**config.mk**
```make
export PLATFORM = sky130hd
export DESIGN_NAME = mem_ctrl
export DESIGN_NICKNAME = d
export VERILOG_FILES = /design/src/rtl/mem_ctrl.sv
export SDC_FILE = /design/constraint.sdc
export NUM_CORES = 1
export LEC_CHECK = 0
export BUFFER_PORTS_ARGS = -buffer_cell sky130_fd_sc_hd__buf_2
export CAP_MARGIN = 15
export CORE_ASPECT_RATIO = 1.4
export CORE_MARGIN = 2
export CORE_UTILIZATION = 32
export CTS_CLUSTER_SIZE = 24
export DETAILED_ROUTE_END_ITERATION = 10
export PLACE_DENSITY = 0.56
export SLEW_MARGIN = 15
export SYNTH_ARGS = -nofsm -noshare
export SYNTH_HDL_FRONTEND = slang
export SYNTH_SLANG_ARGS = --single-unit
```
**constraint.sdc**
```tcl
create_clock -name clk -period 3.1 [get_ports clk]
set_clock_uncertainty 0.2 [all_clocks]
set_input_delay 0.62 -clock clk [delete_from_list [all_inputs] [get_ports clk]]
set_output_delay 0.62 -clock clk [all_outputs]
set_load 0.02 [all_outputs]
```
**src/rtl/mem_ctrl.sv**
```systemverilog
// Responder for the LSQ/fetch memory protocol: serializes each request into byte-wide
// accesses on a synchronous single-port RAM and returns one-cycle ready pulses.
module mem_ctrl #(
  parameter int ADDR_WIDTH = 32,
  parameter int DATA_WIDTH = 32
) (
  input  logic                  clk,
  input  logic                  rst,
  input  logic                  ena,
  input  logic                  in_rollback,
  input  logic                  lsq_ena,
  input  logic [ADDR_WIDTH-1:0] lsq_addr,
  input  logic [DATA_WIDTH-1:0] lsq_wdata,
  input  logic                  lsq_iswrite,
  input  logic [2:0]            lsq_size,
  output logic                  lsq_ready,
  output logic [DATA_WIDTH-1:0] lsq_rdata,
  input  logic                  if_ena,
  input  logic [ADDR_WIDTH-1:0] if_addr,
  output logic                  if_ready,
  output logic [DATA_WIDTH-1:0] if_rdata,
  output logic [ADDR_WIDTH-1:0] ram_addr,
  output logic [7:0]            ram_dout,
  output logic                  ram_wr,
  input  logic [7:0]            ram_din
);

  typedef enum logic [1:0] {IDLE, READ, WRITE} state_t;

  state_t                state_q, state_d;
  logic [2:0]            cyc_q, cyc_d, n_q, n_d;
  logic                  op_if_q, op_if_d;
  logic [ADDR_WIDTH-1:0] addr_q, addr_d;
  logic [DATA_WIDTH-1:0] wdata_q, wdata_d, data_q, data_d;

  logic                  lp_q, lp_d, lp_wr_q, lp_wr_d;
  logic [ADDR_WIDTH-1:0] lp_addr_q, lp_addr_d;
  logic [DATA_WIDTH-1:0] lp_wdata_q, lp_wdata_d;
  logic [2:0]            lp_size_q, lp_size_d;
  logic                  ip_q, ip_d;
  logic [ADDR_WIDTH-1:0] ip_addr_q, ip_addr_d;

  logic [ADDR_WIDTH-1:0] ram_addr_q, ram_addr_d;
  logic [7:0]            ram_dout_q, ram_dout_d;
  logic                  ram_wr_q, ram_wr_d;
  logic                  lsq_ready_q, lsq_ready_d, if_ready_q, if_ready_d;
  logic [DATA_WIDTH-1:0] lsq_rdata_q, lsq_rdata_d, if_rdata_q, if_rdata_d;

  // The RAM keeps reading the held address while frozen, so the byte that was
  // in flight when ena dropped is saved and replayed on the first enabled cycle.
  logic                  ena_prev_q, ena_prev_d;
  logic [7:0]            din_sav_q, din_sav_d;

  logic                  lsq_v, lsq_w, if_v, start_l, start_i;
  logic [ADDR_WIDTH-1:0] lsq_a, if_a;
  logic [DATA_WIDTH-1:0] lsq_wd;
  logic [2:0]            lsq_sz;
  logic [1:0]            bsel;
  logic [7:0]            din_eff;

  function automatic logic [2:0] nbytes(input logic [2:0] s);
    case (s)
      3'd1:    return 3'd1;
      3'd2:    return 3'd2;
      default: return 3'd4;
    endcase
  endfunction

  always_comb begin
    state_d     = state_q;
    cyc_d       = cyc_q;
    n_d         = n_q;
    op_if_d     = op_if_q;
    addr_d      = addr_q;
    wdata_d     = wdata_q;
    data_d      = data_q;
    lp_d        = lp_q;
    lp_wr_d     = lp_wr_q;
    lp_addr_d   = lp_addr_q;
    lp_wdata_d  = lp_wdata_q;
    lp_size_d   = lp_size_q;
    ip_d        = ip_q;
    ip_addr_d   = ip_addr_q;
    ram_addr_d  = ram_addr_q;
    ram_dout_d  = ram_dout_q;
    ram_wr_d    = ram_wr_q;
    lsq_ready_d = lsq_ready_q;
    lsq_rdata_d = lsq_rdata_q;
    if_ready_d  = if_ready_q;
    if_rdata_d  = if_rdata_q;
    ena_prev_d  = ena;
    din_sav_d   = ena_prev_q ? ram_din : din_sav_q;
    din_eff     = ena_prev_q ? ram_din : din_sav_q;
    bsel        = cyc_q[1:0] - 2'd2;

    lsq_v   = lp_q | lsq_ena;
    lsq_a   = lp_q ? lp_addr_q  : lsq_addr;
    lsq_wd  = lp_q ? lp_wdata_q : lsq_wdata;
    lsq_sz  = lp_q ? lp_size_q  : lsq_size;
    lsq_w   = lp_q ? lp_wr_q    : lsq_iswrite;
    if_v    = (ip_q | if_ena) & ~in_rollback;
    if_a    = ip_q ? ip_addr_q : if_addr;
    start_l = 1'b0;
    start_i = 1'b0;
    if (in_rollback && !lsq_w) lsq_v = 1'b0;

    if (ena) begin
      lsq_ready_d = 1'b0;
      lsq_rdata_d = '0;
      if_ready_d  = 1'b0;
      if_rdata_d  = '0;

      case (state_q)
        IDLE: begin
          ram_addr_d = '0;
          ram_dout_d = '0;
          ram_wr_d   = 1'b0;
          if (lsq_v)     start_l = 1'b1;
          else if (if_v) start_i = 1'b1;
        end
        READ: begin
          if (in_rollback) begin
            state_d    = IDLE;
            ram_addr_d = '0;
          end else begin
            if (cyc_q >= 3'd2) data_d[{bsel, 3'b000} +: 8] = din_eff;
            ram_addr_d = (cyc_q < n_q) ? addr_q + ADDR_WIDTH'(cyc_q) : '0;
            if (cyc_q == n_q + 3'd1) begin
              state_d = IDLE;
              if (op_if_q) begin
                if_ready_d = 1'b1;
                if_rdata_d = data_d;
              end else begin
                lsq_ready_d = 1'b1;
                lsq_rdata_d = data_d;
              end
            end else begin
              cyc_d = cyc_q + 3'd1;
            end
          end
        end
        WRITE: begin
          if (cyc_q < n_q) begin
            ram_addr_d = addr_q + ADDR_WIDTH'(cyc_q);
            ram_dout_d = wdata_q[{cyc_q[1:0], 3'b000} +: 8];
            cyc_d      = cyc_q + 3'd1;
          end else begin
            state_d     = IDLE;
            ram_wr_d    = 1'b0;
            ram_addr_d  = '0;
            ram_dout_d  = '0;
            lsq_ready_d = 1'b1;
          end
        end
        default: state_d = IDLE;
      endcase

      if (start_l) begin
        state_d    = lsq_w ? WRITE : READ;
        addr_d     = lsq_a;
        wdata_d    = lsq_wd;
        n_d        = nbytes(lsq_sz);
        op_if_d    = 1'b0;
        cyc_d      = 3'd1;
        data_d     = '0;
        ram_addr_d = lsq_a;
        ram_wr_d   = lsq_w;
        ram_dout_d = lsq_w ? lsq_wd[7:0] : 8'h00;
      end else if (start_i) begin
        state_d    = READ;
        addr_d     = if_a;
        n_d        = 3'd4;
        op_if_d    = 1'b1;
        cyc_d      = 3'd1;
        data_d     = '0;
        ram_addr_d = if_a;
        ram_wr_d   = 1'b0;
        ram_dout_d = 8'h00;
      end

      lp_d       = lsq_v & ~start_l;
      lp_addr_d  = lsq_a;
      lp_wdata_d = lsq_wd;
      lp_size_d  = lsq_sz;
      lp_wr_d    = lsq_w;
      ip_d       = if_v & ~start_i;
      ip_addr_d  = if_a;
    end
  end

  always_ff @(posedge clk) begin
    if (rst) begin
      state_q     <= IDLE;
      cyc_q       <= '0;
      n_q         <= '0;
      op_if_q     <= 1'b0;
      addr_q      <= '0;
      wdata_q     <= '0;
      data_q      <= '0;
      lp_q        <= 1'b0;
      lp_wr_q     <= 1'b0;
      lp_addr_q   <= '0;
      lp_wdata_q  <= '0;
      lp_size_q   <= '0;
      ip_q        <= 1'b0;
      ip_addr_q   <= '0;
      ram_addr_q  <= '0;
      ram_dout_q  <= '0;
      ram_wr_q    <= 1'b0;
      lsq_ready_q <= 1'b0;
      lsq_rdata_q <= '0;
      if_ready_q  <= 1'b0;
      if_rdata_q  <= '0;
      ena_prev_q  <= 1'b1;
      din_sav_q   <= '0;
    end else begin
      state_q     <= state_d;
      cyc_q       <= cyc_d;
      n_q         <= n_d;
      op_if_q     <= op_if_d;
      addr_q      <= addr_d;
      wdata_q     <= wdata_d;
      data_q      <= data_d;
      lp_q        <= lp_d;
      lp_wr_q     <= lp_wr_d;
      lp_addr_q   <= lp_addr_d;
      lp_wdata_q  <= lp_wdata_d;
      lp_size_q   <= lp_size_d;
      ip_q        <= ip_d;
      ip_addr_q   <= ip_addr_d;
      ram_addr_q  <= ram_addr_d;
      ram_dout_q  <= ram_dout_d;
      ram_wr_q    <= ram_wr_d;
      lsq_ready_q <= lsq_ready_d;
      lsq_rdata_q <= lsq_rdata_d;
      if_ready_q  <= if_ready_d;
      if_rdata_q  <= if_rdata_d;
      ena_prev_q  <= ena_prev_d;
      din_sav_q   <= din_sav_d;
    end
  end

  assign ram_addr  = ram_addr_q;
  assign ram_dout  = ram_dout_q;
  assign ram_wr    = ram_wr_q & ena;
  assign lsq_ready = lsq_ready_q & ena;
  assign if_ready  = if_ready_q & ena;
  assign lsq_rdata = lsq_ready ? lsq_rdata_q : '0;
  assign if_rdata  = if_ready ? if_rdata_q : '0;

endmodule

```
==> results.yml <==
sta:
  finalSetupViolCount: 0
  rsz0062_at_grt: "false"
  whs_ns: 0.1270
  fin_crit_sh: 0.9328
  hold_viol: 0
  clock.fmax_mhz: 345.8
  worst_slew_pin_slew_ns: 1.011
  fin_crit_ns: 2.892
  relSlewSlack: 0.3245
  tns_ns: 0
  maxSlewViolCount: 0
critical_path:
  cp-end-kind: "flop"
  crit_arrival_ns: 3.14
  worstSetupPathType: "reg -> reg"
  timing.rr.end: "data_q[6]$_SDFFE_PP0P_"
  cp_max_fo: 17
  crit_path_top_delay_cell: "nand2_1"
  regToRegStartpoint: "cyc_q[0]$_SDFFE_PP0P_"
  cp.required_ns: 3.35
  reg2regPathDepth: 8
  crit_chain: "buf_4 -> inv_1 -> ha_1 -> or3_1 -> nand2_1 -> a21oi_1 -> or3_1 -> a21oi_1"
  start_kind: "flop"
  r2r_slack_ns: 0.21
  critPathMaxStageDelay_ns: 0.48
pwr:
  finalPower_mw: 10.08
  p_leak_nw: 7.195
  p_seq_frac: 0.442
  switching_power_mw: 2.603
  p_sw_frac: 0.2583
  combPwrFrac: 0.114
  pwr-share-clk: 0.444
  ir_drop_mv: 0.3979
  p_int_mw: 7.472
  p_per_area_nw_per_um2: 558.0
synthesis:
  yosys.area_share.simple: 0.1997
  synth_top_area_frac: 0.4294
  yosysUniqueCellTypes: 68
  synth_edf_count: 0
  ys.flop_type: "dfxtp_1"
  syn_area_sq_um: 15060
  syn_area_per_cell_sq_um: 8.243
  synth_top_family_by_area: "simple AND/OR/NAND/NOR gates"
  synth_largest_area_cell: "dfxtp_1"
  synth-adder-area-share: 0.01545
  yosys-mux-area-fraction: 0.09413
  synth-async-reset-ratio: 0
  synth_xor_area_frac: 0.01894
  synthTopCellsByArea: "dfxtp_1 (43%), nand2_1 (7.9%), a21oi_1 (6.2%)"
  synth_nets: 1959
  synth_compound_area_frac: 0.1972
  synth_seq_area_share: 0.4294
  synth_cells: 1827
  yosysWarnings: 0
  synth_seq_cells: 323
floorplanning:
  initial_core_util: 0.3225
  die_w_microns: 187.3
  die_y_microns: 260.7
  core_area_sq_um: 46690
  ios: 221
  rows: 94
  die-area_sq_um: 48840
global_routing:
  antenna_found_initial: 6
  grt_pass1_wl_microns: 73350
  grt_use_total: 0.1877
  grt_max_degree: 176
  grt_pass1_vias: 13030
  grt_overflow: 0
route:
  top_layer: "met5"
  drt_pass1_iterations: 5
  met1_length_microns: 20150
  drt_wl_total_microns: 47430
  drc: 0
  wl_per_cell_microns: 18.06
  drtIter0Drc: 1036
  met3WireLength_microns: 2142
  postRouteAntennaNets: 0
  routed_via_density: 5.178
  vias: 13600
  met2_length_microns: 23600
placement:
  port_buffers: 220
  dp_hpwl_microns: 33030
  gp_congestion: 0.8548
  place_area_sq_um: 16820
clock_tree:
  root_buffer: "clkbuf_16"
  clock-sinks: 323
  ctsResizeCount: 0
  cts_max_path_buffers: 3
  numCtsBuffers: 35
  ctsHoldBuffers: 0
  cts_setup_buffers: 0
  cts_tree: "yes"
  clk_pin_slew_worst_paths_ns: 0.06
  insertion_delay_ns: 0.54
  cts-htree-levels: 2
finish:
  nNetsFinal: 2107
  stdcell_area_sq_um: 18050
  layout-drive-gt1-share: 0.1945
  area_growth_pct: 19.89
status:
  status: "completed"
min_path:
  whs_path_depth: 3
  min_path_type: "in -> reg"
  worstHoldStart: "lsq_addr[14]"
  whs_endpoint: "lp_addr_q[14]$_SDFFE_PP0P_"
job:
  cap_viol_max_count: 0
cell families after synthesis:
kind of cell,after synthesis
AO/OA/AOI/OAI,492
AND/OR/NAND/NOR,666
multiplexers,128
buffers and inverters,169
XOR/XNOR,31
adder cells (fa/ha/maj),18
flip-flops,323
layer usage:
layer,vias up,GRT usage
li1,6733,-
met2,355,0.3359
met5,-,0
met1,6413,0.2280
met3,90,0.02797
met4,6,0.06878
critical path, delay by kind of cell, from the launching register on:
family                   cells  cell delay, ns
AND/OR/NAND/NOR              3            1.22
adder cells (fa/ha/maj)      1            0.24
flip-flops                   1            0.34
buffers and inverters        2            0.46
AO/OA/AOI/OAI                2            0.35
layout make-up:
type / count / area (sq um)
Timing Repair Buffer: 263 / 1530
Clock buffer: 47 / 1012
Clock inverter: 15 / 217.7
Multi-Input combinational cell: 1335 / 7974
Tap cell: 624 / 780.7
Fill cell: 4799 / 28640
Antenna cell: 2 / 5.005
Inverter: 17 / 63.81
Sequential cell: 323 / 6471
power by group through the flow:
stage	clock [mW]	combinational [mW]	sequential, mW
final	4.47	1.15	4.45
after global routing	4.74	1.26	4.47
after floorplan	0	0.697	4.56
after global placement	0	1.13	4.54
after CTS	4.60	1.15	4.45
after detailed placement	0	1.15	4.55
synth_stat cells (9+ instances only):
master and count:
dfxtp_1 323, nand2_1 317, a21oi_1 188, nor2_1 142
o21ai_0 131, clkbuf_1 121, mux2i_1 91, and3_1 66
a211oi_1 41, nand3_1 33, or3_1 30, mux2_2 29
nor3_1 25, a22o_1 24, o22ai_1 19, a221oi_1 17
a22oi_1 17, ha_1 17, inv_1 17, buf_2 16
xor2_1 16, xnor2_1 14, buf_1 11, nor2b_1 11
a31oi_1 10, nand2b_1 9
stage by stage:
step / std cells / util / worst slack, ns
6_report: 2626 / 0.3867 / 0.2082
5_1_grt: 2626 / 0.3867 / 0.02020
4_1_cts: 2624 / 0.3865 / 0.2199
3_5_place_dp: 2562 / 0.3602 / 0.05040
3_3_place_gp: 2562 / 0.3602 / 0.1517
2_1_floorplan: 1827 / - / 0.2773
flip-flops by register name, indices dropped and copies added (netlist names), 8 cells and up:
signal	cells
data_q	32
ip_addr_q	32
addr_q	32
lp_addr_q	32
if_rdata_q	32
wdata_q	32
ram_dout	8
ram_addr	32
lp_wdata_q	32
lsq_rdata_q	32
din_sav_q	8
placed cells by master, fill, tap and decap left out, drive strengths merged, types with 16 or more instances in the layout:
cell type,netlist,final
o22ai,19,19
clkbuf,122,47
nand3,33,33
or3,30,30
a21oi,189,189
a221oi,17,17
a22oi,17,17
o21ai,132,132
buf,30,263
nor3,27,27
a211oi,41,41
a22o,24,24
and3,67,67
nor2,142,142
inv,17,18
ha,17,17
xor2,16,16
nand2,317,317
mux2,29,29
dfxtp,323,323
mux2i,91,91
worst max path at each step:
stage	start	slack, ns	cells past startpoint	to
after floorplan	ena	0.28	5	if_rdata[30]
after global placement	lsq_ena	0.15	7	wdata_q[8]$_SDFFE_PP0P_
after detailed placement	lsq_ena	0.05	7	wdata_q[2]$_SDFFE_PP0P_
after CTS	cyc_q[0]$_SDFFE_PP0P_	0.22	8	data_q[7]$_SDFFE_PP0P_
after global routing	cyc_q[0]$_SDFFE_PP0P_	0.02	7	lsq_rdata_q[13]$_SDFFE_PP0P_
final	cyc_q[0]$_SDFFE_PP0P_	0.21	8	data_q[6]$_SDFFE_PP0P_
Note: power is estimated with default switching activity, not from simulation.
